[src/rtl/uart_pkg.sv]
// rtl/uart_pkg.sv - shared types and constants for the UART transmit arbiter
package uart_pkg;

   localparam int WORD_W         = 8;
   localparam int START_HOLD_DEF = 8;
   localparam int TIMEOUT_DEF    = 4096;

   typedef enum logic [1:0] {
      ST_IDLE     = 2'd0,
      ST_START    = 2'd1,
      ST_WAIT_END = 2'd2,
      ST_DONE     = 2'd3
   } state_t;

endpackage

[src/rtl/uart_rr_pick.sv]
// rtl/uart_rr_pick.sv - combinational two-way round-robin requester select
module uart_rr_pick
   import uart_pkg::*;
(
   input  logic       req_a,
   input  logic       req_b,
   input  logic       last_b,
   output logic [1:0] grant
);

   // On a tie the requester not served last wins; a lone request always wins.
   always_comb begin
      grant = 2'b00;
      if (req_a && req_b) begin
         grant = last_b ? 2'b01 : 2'b10;
      end else if (req_a) begin
         grant = 2'b01;
      end else if (req_b) begin
         grant = 2'b10;
      end
   end

endmodule

[src/rtl/uart_tx_arbiter.sv]
// rtl/uart_tx_arbiter.sv - two-requester arbiter feeding a divided-clock UART transmitter
module uart_tx_arbiter
   import uart_pkg::*;
#(
   parameter int START_HOLD = START_HOLD_DEF,
   parameter int TIMEOUT    = TIMEOUT_DEF
) (
   input  logic              clk,
   input  logic              res,
   input  logic              req_a,
   input  logic [WORD_W-1:0] word_a,
   output logic              ack_a,
   input  logic              req_b,
   input  logic [WORD_W-1:0] word_b,
   output logic              ack_b,
   output logic [WORD_W-1:0] word_transmitter,
   output logic              TRANSMITTER_PRIZNAK,
   input  logic              priznak_end_transmitter,
   output logic              tx_done,
   output logic              tx_owner,
   output logic              timeout_err,
   output logic              busy
);

   localparam int HW = $clog2(START_HOLD + 1);
   localparam int TW = $clog2(TIMEOUT + 1);
   localparam logic [HW-1:0] HOLD_LAST = HW'(START_HOLD);
   localparam logic [TW-1:0] TO_LAST   = TW'(TIMEOUT - 1);
   localparam logic [TW-1:0] TO_MAX    = {TW{1'b1}};

   state_t        state;
   logic          last_b;
   logic [HW-1:0] hold_cnt;
   logic [TW-1:0] to_cnt;
   logic [2:0]    end_sync;
   logic          end_edge;
   logic [1:0]    grant;

   uart_rr_pick u_pick (
      .req_a  (req_a),
      .req_b  (req_b),
      .last_b (last_b),
      .grant  (grant)
   );

   // End flag crosses from the transmitter clock: two flops, plus one more for edge history.
   always_ff @(posedge clk or negedge res) begin
      if (!res) begin
         end_sync <= 3'b000;
      end else begin
         end_sync <= {end_sync[1:0], priznak_end_transmitter};
      end
   end

   assign end_edge = end_sync[1] & ~end_sync[2];

   // Frame sequencer: grant in IDLE, hold the strobe, wait for end-of-frame or give up.
   always_ff @(posedge clk or negedge res) begin
      if (!res) begin
         state               <= ST_IDLE;
         ack_a               <= 1'b0;
         ack_b               <= 1'b0;
         word_transmitter    <= '0;
         TRANSMITTER_PRIZNAK <= 1'b0;
         tx_done             <= 1'b0;
         tx_owner            <= 1'b0;
         timeout_err         <= 1'b0;
         busy                <= 1'b0;
         last_b              <= 1'b1;
         hold_cnt            <= '0;
         to_cnt              <= '0;
      end else begin
         ack_a       <= 1'b0;
         ack_b       <= 1'b0;
         tx_done     <= 1'b0;
         timeout_err <= 1'b0;
         case (state)
            ST_IDLE: begin
               if (grant != 2'b00) begin
                  ack_a            <= grant[0];
                  ack_b            <= grant[1];
                  word_transmitter <= grant[1] ? word_b : word_a;
                  tx_owner         <= grant[1];
                  last_b           <= grant[1];
                  hold_cnt         <= '0;
                  busy             <= 1'b1;
                  state            <= ST_START;
               end
            end
            ST_START: begin
               // Strobe rises the cycle after the ack and stays up START_HOLD cycles.
               if (hold_cnt == HOLD_LAST) begin
                  TRANSMITTER_PRIZNAK <= 1'b0;
                  to_cnt              <= '0;
                  state               <= ST_WAIT_END;
               end else begin
                  TRANSMITTER_PRIZNAK <= 1'b1;
                  hold_cnt            <= hold_cnt + HW'(1);
               end
            end
            ST_WAIT_END: begin
               if (end_edge) begin
                  tx_done <= 1'b1;
                  state   <= ST_DONE;
               end else if (to_cnt == TO_LAST) begin
                  timeout_err <= 1'b1;
                  busy        <= 1'b0;
                  state       <= ST_IDLE;
               end else if (to_cnt != TO_MAX) begin
                  to_cnt <= to_cnt + TW'(1);
               end
            end
            ST_DONE: begin
               busy  <= 1'b0;
               state <= ST_IDLE;
            end
            default: begin
               TRANSMITTER_PRIZNAK <= 1'b0;
               busy                <= 1'b0;
               state               <= ST_IDLE;
            end
         endcase
      end
   end

endmodule

[config.mk]
export PLATFORM = sky130hd
export DESIGN_NAME = uart_tx_arbiter
export DESIGN_NICKNAME = d
export VERILOG_FILES = /design/src/rtl/uart_pkg.sv /design/src/rtl/uart_rr_pick.sv /design/src/rtl/uart_tx_arbiter.sv
export SDC_FILE = /design/constraint.sdc
export NUM_CORES = 1
export LEC_CHECK = 0
export ABC_AREA = 1
export CAP_MARGIN = 10
export CORE_MARGIN = 3
export CORE_UTILIZATION = 45
export DETAILED_ROUTE_END_ITERATION = 10
export GPL_TIMING_DRIVEN = 1
export PLACE_DENSITY = 0.71
export SLEW_MARGIN = 20
export SYNTH_ARGS = -nofsm -noshare
export SYNTH_HDL_FRONTEND = slang
export SYNTH_SLANG_ARGS = --single-unit
[constraint.sdc]
create_clock -name clk -period 3.55 [get_ports clk]
set_input_delay 0.8875 -clock clk [delete_from_list [all_inputs] [get_ports clk]]
set_output_delay 0.8875 -clock clk [all_outputs]
set_load 0.02 [all_outputs]
=== Yosys cells after proc, flatten, opt, wreduce, memory -nomap -nowiden ===
Index checks and enable logic that the tools add are counted.

* Add/subtract/negate cells: 2
* $mul: 0
* Divide/modulo/power cells: 0
* Order comparisons: 0
* Eq/ne operators: 14
* Shifts and indexed selects: 0
* Multiplexer cells: 32
* Bitwise operators: 2
* Reductions and logical operators: 11

{| class="wikitable"
|+ Operators by type and width
! operator !! number
|-
| $mux 13 || 4
|-
| $pmux 13 s2 || 1
|-
| $mux 2 || 8
|-
| $ne 2x2->1 const B || 7
|-
| $add 13x1->13 const B || 1
|-
| $eq 13x12->1 const B || 1
|-
| $mux 1 || 13
|-
| $ne 13x13->1 const B || 1
|-
| $mux 4 || 2
|-
| $mux 8 || 1
|-
| $pmux 2 s4 || 1
|-
| $pmux 4 s2 || 1
|-
| $reduce_and 3->1 || 2
|-
| $reduce_bool 2->1 || 3
|-
| $reduce_and 5->1 || 1
|-
| $add 4x1->4 const B || 1
|-
| $eq 2x2->1 const B || 2
|-
| $eq 4x4->1 const B || 1
|-
| $reduce_and 4->1 || 1
|-
| $ne 3x3->1 const B || 1
|-
| $pmux 1 s3 || 1
|-
| $reduce_bool 3->1 || 1
|-
| $eq 2x1->1 const B || 1
|-
| $logic_not 2->1 || 1
|-
| 4 further kinds || 4
|}

* Register bits after elaboration: 38
* Bits in latches: 0
* Memory bits (writable): 0
* Bits in read-only memories: 0
* Bits of input ports: 21
* Output and inout port bits: 15
* Word-level logic and storage cells: 74
* Memories: 0

=== Depth between registers and ports, before layout ===
* Depth in word-level cells: 6
* Mapped depth: 10
* Gate-level depth less buffers: 10

=== Hierarchy ===
Synthesis repeated with hierarchy kept, for this count alone.

* Cells, all modules: 247
* Area, all modules: 1,940.6 um2

{| class="wikitable"
|+ By module, submodules not included
! module !! instances !! cells each !! area an instance (um2) !! sequential area each (um2)
|-
| uart_tx_arbiter || 1 || 242 || 1,919.3 || 952.2
|-
| uart_rr_pick || 1 || 5 || 21.3 || 0.0
|}

=== Worst setup path before layout ===
No wires, ideal clock.

* Path kind: input -> register
* Start: input port req_b
* End: register word_transmitter[1]
* Library setup time: 130 ps
* Arrival time: 1,570 ps
* Data required time: 3,420 ps
* Slack: 1,850 ps
* Stages: 5
* Buffers on the path: 1
* Path through: o21ai_1 -> inv_2 -> buf_2 -> nor2_1 -> a31oi_1

* Word-level cells in the longest chain between the ends: 5
* Elaborated cells between the ends (all ways): 7
* Classes of those cells: 4 x mux; 3 x reduce/logical

{| class="wikitable"
|+ Ends and longest elaborated chain
! element !! line !! RTL
|-
| start, declared || uart_tx_arbiter.sv:13 || <nowiki>input logic req_b,</nowiki>
|-
| $mux 2 || uart_rr_pick.sv:18 || <nowiki>end else if (req_b) begin</nowiki>
|-
| $mux 2 || uart_rr_pick.sv:16 || <nowiki>end else if (req_a) begin</nowiki>
|-
| $mux 2 * || uart_rr_pick.sv:14 || <nowiki>if (req_a && req_b) begin</nowiki>
|-
| $reduce_bool 2->1 || uart_tx_arbiter.sv:79 || <nowiki>if (grant != 2'b00) begin</nowiki>
|-
| $reduce_and 2->1 (no source line) || - ||
|-
| end signal, assigned || uart_tx_arbiter.sv:82 || <nowiki>word_transmitter <= grant[1] ? word_b : word_a;</nowiki>
|-
| end, declared || uart_tx_arbiter.sv:16 || <nowiki>output logic [WORD_W-1:0] word_transmitter,</nowiki>
|}

Mark *: on every way between the ends. The rest lies on a longest branch, timed or not.
A chain may end at the register's enable or synchronous reset.

=== Worst setup path in the final report ===
* Start: input port req_b
* End: register word_transmitter[3]

The elaborated chain is that of the path after synthesis.

==> parameters.txt <==
Parameter                              Value

Status
  Outcome ... completed

Routing
  Number of vias per cell ... 5.03
  Post-detailed-route DRC marker count ... 0
  Residual antenna-violating net count after detailed routing ... 0
  Mean routed wirelength per cell ... 12.5 µm
  Detailed-route via count ... 1,641
  Number of design-rule violations left by the first detailed-router iteration ... 88
  Drt pass-1 iters ... 4
  Routed WL ... 4070 µm

Setup path
  Crit path required time ... 3.72 ns
  CP Capture Type ... flop
  Crit path buf inv count ... 2
  Slowest cell on crit path ... clkdlybuf4s50_1
  Crit path max-delay family ... buffers and inverters
  Startpoint kind of the worst setup timing path ... primary input
  CP Cell Sequence ... clkdlybuf4s50_1 > o21ai_1 > inv_2 > nor2_1 > a31oi_1
  Crit path max fanout ... 17
  Crit Path Class ... primary input to flop
  Worst path arrival time ... 2.39 ns
  Slowest cell delay on critical path ... 0.61 ns

Timing
  Worst rel slew slack ... 43.6%
  Final setup TNS ... 0 ns
  Setup WS post-layout ... 1.32 ns
  Achievable frequency ... 449 MHz
  Final setup violating endpoints ... 0
  Period minus WS final ... 2.23 ns
  Worst slew pin tran ... 0.846 ns
  Setup repair after global routing missed its margin ... false
  Crit share post-route ... 62.7%
  Layout Skew ... 0.00360 ns
  Final-report max-slew violation count ... 0
  Total count of hold-check failures in the final report ... 0

Synthesis
  Number of enable flip-flop cells after synthesis ... 0
  Post-synthesis cell area ... 1900 µm²
  Synthesized netlist net count ... 262
  Yosys warning count ... 0
  Share of synthesized flip-flops with an asynchronous set or reset ... 100%
  Flip-flop and latch count after synthesis ... 38
  Cell count after synthesis ... 238
  Register area share after synthesis ... 50.2%
  Top FF cell, synth ... dfrtp_1
  Post-synth top area share ... 48.8%
  Post-synth cell types ... 28
  Main area contributors after synthesis ... dfrtp_1 49%, nand2_1 14%, nand3_1 6.3%, nor2_1 5.7%, inv_1 3.6%
  Mean instance size in the synthesized netlist ... 7.98 µm²
  Library cell with the largest summed area after synthesis ... dfrtp_1

Placed design
  Count of input and output buffers ... 35
  Post-detail-place hpwl ... 2900 µm
  Routability cong. ... 0.784
  Pre-CTS setup slack ... 1.01 ns
  Placed standard-cell area ... 2280 µm²

Global route
  Global-route wire length before repair ... 7170 µm
  Overall overflow remaining after global route ... 0
  Initial antenna violation count ... 0
  Number of global-route vias before repair ... 1,631
  Largest net degree at the start of global routing ... 39
  GRT Resource Usage Total ... 17.7%

Clock network
  CTS Hold Bufs ... 0
  CTS clock-pin slew for the worst setup and hold paths ... 0.08 ns
  CTS tree ... done
  Clock Tree Root ... clkbuf_8
  Number of H-tree branching levels ... 2
  Number of clock sinks seen by CTS ... 38
  Buffers from clock root to sink, at most ... 2
  Skew-Pair Late Insertion Delay ... 0.29 ns
  Post-CTS setup buffers ... 0
  Resize count post-CTS ... 0
  Inserted Clock Buffers ... 5

Pwr
  Ratio of total power to cell area ... 737 nW/µm²
  IR Drop Worst-Case VDD ... 0.000491 V
  Pleak ... 1.12 nW
  Total design power ... 1.78 mW

Floorplan
  Number of I/O pins ... 36
  Placement Rows ... 22
  Die Height ... 70.9 µm
  Effective utilization at floorplan ... 49.3%
  Total die area ... 5030 µm²
  Area of the core ... 3850 µm²
  Chip Width ... 70.9 µm

Final layout
  Share of final-layout standard cells stronger than drive strength 1 ... 8.99%
  Filler cell count in the final layout ... 353
  Final cell utilization of the core ... 62.8%
  Area added between synthesis and finish ... 27.6%
  Antenna Diode Count ... 0
  Layout net count ... 301
  Fin area ... 2420 µm²

Worst hold path
  Hold Path Class ... flop to flop

Flow run
  Max-cap viol count ... 0
==> power by group <==
| group | internal, mW | total, mW | switching [mW] | leakage [nW] |
|---|---|---|---|---|
| sequential | 0.549 | 0.621 | 0.0718 | 0.484 |
| clock | 0.282 | 0.447 | 0.165 | 0.0683 |
| combinational | 0.272 | 0.717 | 0.445 | 0.570 |
| total | 1.10 | 1.78 | 0.682 | 1.12 |
==> cell usage after synthesis, types with 2 or more instances <==
cell / count
nand2_1: 73
inv_2: 5
nor2_2: 3
inv_1: 18
a31oi_1: 8
o21ai_0: 6
nand2_2: 3
xnor2_1: 3
nor2_1: 29
o21ai_1: 3
dfrtp_1: 37
nand4_1: 2
a21oi_1: 5
xor2_1: 2
nand3_1: 24
nor3_1: 3
ha_1: 3
==> cell usage in the layout, fill, tap and decap left out, types with 2 or more instances in the layout <==
master and count:
a21oi_1 5, a31oi_1 8, bufinv_16 2, clkbuf_8 5, clkdlybuf4s50_1 34, dfrtp_1 37
ha_1 3, inv_1 18, inv_2 5, nand2_1 73, nand2_2 3, nand3_1 24
nand4_1 2, nor2_1 29, nor2_2 3, nor3_1 3, o21ai_0 6, o21ai_1 3
xnor2_1 3, xor2_1 2
==> stage by stage <==
step / hold slack (ns) / cells
2_1_floorplan: 0.331 / 238
6_report: 0.357 / 326
5_1_grt: 0.372 / 326
4_1_cts: 0.359 / 326
3_3_place_gp: 0.334 / 318
3_5_place_dp: 0.340 / 318
==> cell type report <==
type | instances | area, µm² | share of cell area (%)
Sequential cell | 38 | 952 | 39.3
Multi-Input combinational cell | 174 | 840 | 34.7
Timing Repair Buffer | 35 | 345 | 14.3
Clock buffer | 5 | 68.8 | 2.84
Tap cell | 48 | 60.1 | 2.48
Inverter | 23 | 86.3 | 3.57
Clock inverter | 3 | 68.8 | 2.84
==> path summary, 6_finish.rpt <==
kind / start / to / slack [ns] / depth (start not counted)
max: req_b / word_transmitter[3]$_DFFE_PN0P_ / 1.32 / 5
min reg2reg: end_sync[0]$_DFF_PN0_ / end_sync[1]$_DFF_PN0_ / 0.36 / 0
min: end_sync[0]$_DFF_PN0_ / end_sync[1]$_DFF_PN0_ / 0.36 / 0
min in group asynchronous: res / to_cnt[5]$_DFFE_PN0P_ / 0.69 / 1
max in group asynchronous: res / to_cnt[11]$_DFFE_PN0P_ / 2.33 / 1
max reg2reg: hold_cnt[0]$_DFFE_PN0P_ / to_cnt[4]$_DFFE_PN0P_ / 1.74 / 9
==> worst register-to-register path: cells and delay by family (launching register included) <==
kind                     cells  cell delay [ns]
adder cells (fa/ha/maj)      1             0.15
AO/OA/AOI/OAI                1             0.27
buffers and inverters        1             0.10
flip-flops                   1             0.41
AND/OR/NAND/NOR              6             0.77
==> routing by layer <==
metal	up-vias	GRT usage (%)	wire (µm)
met5	-	0	0
met4	0	6.26	57
met3	7	4.97	231
met2	40	27.7	1820
met1	750	23.5	1970
li1	844	-	-
==> sequential cells by signal (all words and copies together) (netlist names), 2 cells and up <==
name	flops
end_sync	3
hold_cnt	4
state	2
to_cnt	13
word_transmitter	8
==> cells by family after synthesis <==
kind of cell	after synthesis	synth area share [%]
AND/OR/NAND/NOR	141	31.9
flip-flops	38	50.2
buffers and inverters	26	5.60
AO/OA/AOI/OAI	25	8.04
XOR/XNOR	5	2.31
adder cells (fa/ha/maj)	3	1.98
Power figures use the tool's default switching activity.
